==> src/rtl/riscv_pkg.sv <==
// Shared constants for the execute-stage controller: opcodes, ALU codes,
// controller states and the branch-condition helper.
package riscv_pkg;

   // Major opcodes understood by the controller
   localparam logic [6:0] OpcR      = 7'b0110011;
   localparam logic [6:0] OpcImm    = 7'b0010011;
   localparam logic [6:0] OpcLoad   = 7'b0000011;
   localparam logic [6:0] OpcStore  = 7'b0100011;
   localparam logic [6:0] OpcBranch = 7'b1100011;

   // ALUControl encodings
   localparam logic [2:0] AluAdd = 3'b000;
   localparam logic [2:0] AluSub = 3'b001;
   localparam logic [2:0] AluAnd = 3'b010;
   localparam logic [2:0] AluOr  = 3'b011;
   localparam logic [2:0] AluSlt = 3'b101;

   // Branch funct3 encodings
   localparam logic [2:0] F3Beq = 3'b000;
   localparam logic [2:0] F3Bne = 3'b001;
   localparam logic [2:0] F3Blt = 3'b100;
   localparam logic [2:0] F3Bge = 3'b101;

   typedef enum logic [1:0] {
      StIdle,
      StExec,
      StResolve,
      StDone
   } ex_state_e;

   // Branch outcome from the ALU flags of a SUB; unknown funct3 never takes
   function automatic logic branch_cond(input logic [2:0] funct3,
                                        input logic       zero,
                                        input logic       sign);
      logic taken;
      taken = 1'b0;
      case (funct3)
         F3Beq:   taken = zero;
         F3Bne:   taken = ~zero;
         F3Blt:   taken = sign;
         F3Bge:   taken = ~sign;
         default: taken = 1'b0;
      endcase
      return taken;
   endfunction

endpackage

==> src/rtl/alu_dec.sv <==
// Combinational instruction decoder: maps opcode/funct3/funct7b5 onto ALU
// controls and classifies the instruction as branch and/or illegal.
module alu_dec
   import riscv_pkg::*;
(
   input  logic [6:0] opcode_i,
   input  logic [2:0] funct3_i,
   input  logic       funct7b5_i,
   output logic [2:0] alu_ctrl_o,
   output logic       alu_src_o,
   output logic       is_branch_o,
   output logic       illegal_o
);

   // Default to illegal; each recognised encoding clears the flag
   always_comb begin
      alu_ctrl_o  = AluAdd;
      alu_src_o   = 1'b0;
      is_branch_o = 1'b0;
      illegal_o   = 1'b1;
      case (opcode_i)
         OpcR, OpcImm: begin
            alu_src_o = (opcode_i == OpcImm);
            illegal_o = 1'b0;
            case (funct3_i)
               3'b000: begin
                  // funct7b5 selects SUB only for register-register ops
                  alu_ctrl_o = (opcode_i == OpcR && funct7b5_i) ? AluSub : AluAdd;
               end
               3'b111:  alu_ctrl_o = AluAnd;
               3'b110:  alu_ctrl_o = AluOr;
               3'b010:  alu_ctrl_o = AluSlt;
               default: begin
                  alu_src_o = 1'b0;
                  illegal_o = 1'b1;
               end
            endcase
         end
         OpcLoad, OpcStore: begin
            if (funct3_i == 3'b010) begin
               alu_ctrl_o = AluAdd;
               alu_src_o  = 1'b1;
               illegal_o  = 1'b0;
            end
         end
         OpcBranch: begin
            if (funct3_i == F3Beq || funct3_i == F3Bne ||
                funct3_i == F3Blt || funct3_i == F3Bge) begin
               alu_ctrl_o  = AluSub;
               is_branch_o = 1'b1;
               illegal_o   = 1'b0;
            end
         end
         default: ;
      endcase
   end

endmodule

==> src/rtl/ex_ctrl.sv <==
// Execute-stage controller: accepts decoded fields, strobes the datapath for
// one cycle, resolves branches from the registered ALU flags and holds the
// result until the consumer takes it. Counts completed legal operations.
module ex_ctrl
   import riscv_pkg::*;
(
   input  logic        clk,
   input  logic        reset,
   input  logic        in_valid,
   output logic        in_ready,
   input  logic [6:0]  opcode,
   input  logic [2:0]  funct3,
   input  logic        funct7b5,
   input  logic        zero,
   input  logic        sign,
   output logic [2:0]  ALUControl,
   output logic        ALUSrc,
   output logic        ex_en,
   output logic        out_valid,
   input  logic        out_ready,
   output logic        branch_taken,
   output logic        illegal,
   output logic [15:0] op_count
);

   ex_state_e   state_q, state_d;
   logic [2:0]  alu_ctrl_q, alu_ctrl_d;
   logic        alu_src_q, alu_src_d;
   logic        is_branch_q, is_branch_d;
   logic        illegal_q, illegal_d;
   logic [2:0]  funct3_q, funct3_d;
   logic        zero_q, zero_d;
   logic        sign_q, sign_d;
   logic        taken_q, taken_d;
   logic [15:0] op_count_q, op_count_d;

   logic [2:0]  dec_alu_ctrl;
   logic        dec_alu_src;
   logic        dec_is_branch;
   logic        dec_illegal;

   alu_dec u_alu_dec (
      .opcode_i    (opcode),
      .funct3_i    (funct3),
      .funct7b5_i  (funct7b5),
      .alu_ctrl_o  (dec_alu_ctrl),
      .alu_src_o   (dec_alu_src),
      .is_branch_o (dec_is_branch),
      .illegal_o   (dec_illegal)
   );

   // Next-state and output logic for the four-state sequencer
   always_comb begin
      state_d     = state_q;
      alu_ctrl_d  = alu_ctrl_q;
      alu_src_d   = alu_src_q;
      is_branch_d = is_branch_q;
      illegal_d   = illegal_q;
      funct3_d    = funct3_q;
      zero_d      = zero_q;
      sign_d      = sign_q;
      taken_d     = taken_q;
      op_count_d  = op_count_q;
      in_ready    = 1'b0;
      ex_en       = 1'b0;
      out_valid   = 1'b0;
      ALUControl  = AluAdd;
      ALUSrc      = 1'b0;

      unique case (state_q)
         StIdle: begin
            // Nothing is accepted in a reset cycle
            in_ready = ~reset;
            if (in_valid && !reset) begin
               alu_ctrl_d  = dec_alu_ctrl;
               alu_src_d   = dec_alu_src;
               is_branch_d = dec_is_branch;
               illegal_d   = dec_illegal;
               funct3_d    = funct3;
               taken_d     = 1'b0;
               state_d     = dec_illegal ? StDone : StExec;
            end
         end
         StExec: begin
            ex_en      = 1'b1;
            ALUControl = alu_ctrl_q;
            ALUSrc     = alu_src_q;
            zero_d     = zero;
            sign_d     = sign;
            state_d    = StResolve;
         end
         StResolve: begin
            ALUControl = alu_ctrl_q;
            ALUSrc     = alu_src_q;
            taken_d    = is_branch_q & branch_cond(funct3_q, zero_q, sign_q);
            state_d    = StDone;
         end
         StDone: begin
            out_valid  = 1'b1;
            ALUControl = alu_ctrl_q;
            ALUSrc     = alu_src_q;
            if (out_ready) begin
               state_d = StIdle;
               if (!illegal_q && op_count_q != 16'hFFFF) begin
                  op_count_d = op_count_q + 16'd1;
               end
            end
         end
         default: state_d = StIdle;
      endcase
   end

   assign branch_taken = out_valid & taken_q;
   assign illegal      = out_valid & illegal_q;
   assign op_count     = op_count_q;

   // State and datapath-control registers; reset discards any in-flight op
   always_ff @(posedge clk) begin
      if (reset) begin
         state_q     <= StIdle;
         alu_ctrl_q  <= AluAdd;
         alu_src_q   <= 1'b0;
         is_branch_q <= 1'b0;
         illegal_q   <= 1'b0;
         funct3_q    <= 3'b000;
         zero_q      <= 1'b0;
         sign_q      <= 1'b0;
         taken_q     <= 1'b0;
         op_count_q  <= 16'd0;
      end else begin
         state_q     <= state_d;
         alu_ctrl_q  <= alu_ctrl_d;
         alu_src_q   <= alu_src_d;
         is_branch_q <= is_branch_d;
         illegal_q   <= illegal_d;
         funct3_q    <= funct3_d;
         zero_q      <= zero_d;
         sign_q      <= sign_d;
         taken_q     <= taken_d;
         op_count_q  <= op_count_d;
      end
   end

endmodule

==> config.mk <==
export PLATFORM = sky130hd
export DESIGN_NAME = ex_ctrl
export DESIGN_NICKNAME = d
export VERILOG_FILES = /design/src/rtl/riscv_pkg.sv /design/src/rtl/alu_dec.sv /design/src/rtl/ex_ctrl.sv
export SDC_FILE = /design/constraint.sdc
export NUM_CORES = 1
export LEC_CHECK = 0
export ABC_AREA = 0
export BUFFER_PORTS_ARGS = -buffer_cell sky130_fd_sc_hd__buf_2
export CORE_ASPECT_RATIO = 0.7
export CORE_MARGIN = 5
export CORE_UTILIZATION = 55
export DETAILED_ROUTE_END_ITERATION = 12
export PLACE_DENSITY = 0.84
export SYNTH_ARGS = -nofsm -noshare
export SYNTH_HDL_FRONTEND = slang
export SYNTH_HIERARCHICAL = 1
export SYNTH_SLANG_ARGS = --single-unit
==> constraint.sdc <==
create_clock -name clk -period 2.9 [get_ports clk]
set_input_delay 0.58 -clock clk [delete_from_list [all_inputs] [get_ports clk]]
set_output_delay 0.58 -clock clk [all_outputs]
set_load 0.02 [all_outputs]
==> results.toml <==
[clocking]
cts_resized = 0
tritoncts = "done"
cts_buffer_depth = 2
path_clk_slew_ns = 0.07
cts_post_setup_buffers_inserted = 0
clk_latency_ns = 0.28
cts_sinks = 30
ctsHtreeMaxLevel = 2
cts_buffers = 5
cts_root_buf = "clkbuf_8"
ctsHoldBuffers = 0

[place]
portBuffers = 41
dp.cells = 271
gp_congestion = 0.901
post_dp_cell_area_sq_um = 1890
hpwl_microns = 3050
post-place-ws_ns = 0.884

[global_route]
grt_max_degree = 25
grt-ovfl-total = 0
grt_pass1_vias = 1393
antenna_found_initial = 0
grt_pass1_wl_microns = 6590
grt_usage = 0.198

[sta]
fin_skew_ns = 0.00918
setup_viol = 0
period_minus_slack_ns = 2.03
slew_headroom = 0.606
setup_tns_ns = 0
setup_ws_ns = 0.867
finalCritPeriodShare = 0.701
hold_ws_ns = 0.463
tightestPinTransition_ns = 0.586
rsz0062_at_grt = "false"
finalHoldViolCount = 0
maxSlewViolCount = 0
fmax_ghz = 0.492

[pwr]
swShare = 0.317
finalPower_mw = 1.17
cellLeakagePower_nw = 0.814
ir_drop_uv = 385
pwr-share-clk = 0.337
power_density_nw_per_um2 = 587
p_int_uw = 802
comb_power_share = 0.255
p_sw_uw = 372
seqPwrFrac = 0.408

[detailed_routing]
dr.pass1.iters = 4
routed_wl_microns = 4080
drc = 0
ant_nets = 0
vias = 1629
post_drt_via_cell_ratio = 5.84
dr.first_iter.drc_count = 109
avgRoutedWirePerCell_microns = 14.6

[cells_and_area]
final_util = 0.699
design_area_sq_um = 2000
fin_nets = 265
antenna_cells = 0
area_delta_synth_final_pct = 19.9
drive_gt1_frac = 0.230
final_cells = 279

[setup_path]
crit_required_ns = 3.12
critPathArrivalTime_ns = 2.25
crit_path_max_fanout = 10
criticalPathCategory = "register to register"
endpoint_kind = "register"
worstSetupStartpointType = "register"

[die]
initial_core_util = 0.583
core_area_sq_um = 2860
die-area_sq_um = 4250
die_y_microns = 56.1
rows = 16
boundaryPins = 42
die_x_microns = 75.8

[yosys]
synth-edff-count = 0
syn_area_sq_um = 1670
synth_ff_type = "dfxtp_1"
ys_ff_latch = 30
synth_top_area_share = 0.360
avgSynthCellArea_sq_um = 8.35
synth_area_leaders = "dfxtp_1, o21ai_0, nand2_1"
yosys.area.top_type = "dfxtp_1"
synth_fp_nets = 223
yosys_warnings = 6
ys_top_cells_by_count = "dfxtp_1, nand2_1, o21ai_0"
synthDistinctLibCells = 41
syn_inst = 200
synthArstFlopShare = 0
ys_seq_area_frac = 0.360
synthMostInstantiatedCell = "dfxtp_1"

[hold_path]
hold_path_class = "register to register"

[outcome]
outcome = "finished, final reports clean"

[job]
drv_cap = 0
[critical path, stage by stage, from the launching register on]
cell and delay, ns:
dfxtp_1 0.39, ha_1 0.29, and3b_1 0.44, nand4_4 0.20, or4_1 0.50, a21oi_1 0.15
[final timing paths]
path | start | endpoint | slack (ns) | cells past startpoint
min reg2reg | alu_ctrl_q[1] | alu_ctrl_q[1] | 0.46 | 2
min | alu_ctrl_q[1] | alu_ctrl_q[1] | 0.46 | 2
max reg2reg | state_q[1] | op_count[13] | 0.87 | 5
max | state_q[1] | op_count[13] | 0.87 | 5
[metal layers]
metal,wire (microns),GRT usage
met3,328,0.0578
met2,1660,0.252
met4,53,0.0623
met1,2040,0.310
met5,0,0
[power groups by stage]
stage	clock network, mW	registers (mW)	logic [mW]
floorplan	0	0.482	0.220
global placement	0	0.485	0.286
detailed placement	0	0.488	0.294
CTS	0.401	0.480	0.299
global route	0.417	0.484	0.329
finish	0.395	0.479	0.300
[cell type report]
class | instances | area [sq um]
clock buffers | 8 | 110
fillers | 248 | 861
inverters | 9 | 33.8
multi-input cells | 155 | 1010
flip-flops and latches | 30 | 601
well taps | 36 | 45.0
repair buffers | 41 | 205
[layout by cell type (no fill, tap or decap), drive strengths merged, types with 6 or more instances in the layout]
master  count
nor2       12
nand2      24
inv         9
nand4      10
or3        10
dfxtp      30
buf        41
clkbuf      8
ha          6
a21oi      14
o21ai      19
nor2b       6
[registers in the layout (all words and copies together) (netlist names)]
name / flops
zero_q: 1
state_q: 2
sign_q: 1
funct3_q: 3
op_count: 16
alu_src_q: 1
illegal_q: 1
is_branch_q: 1
alu_ctrl_q: 3
taken_q: 1
[cell families (layout without fill, tap and decap cells)]
logic type	after synthesis	count (layout)	synth area share
mux	5	5	0.0300
buf+inv	15	58	0.0367
flops	30	30	0.360
fa+ha+maj	6	6	0.0450
simple gates	90	90	0.327
compound gates	53	53	0.196
xor+xnor	1	1	0.00525
Power figures use the tool's default switching activity.
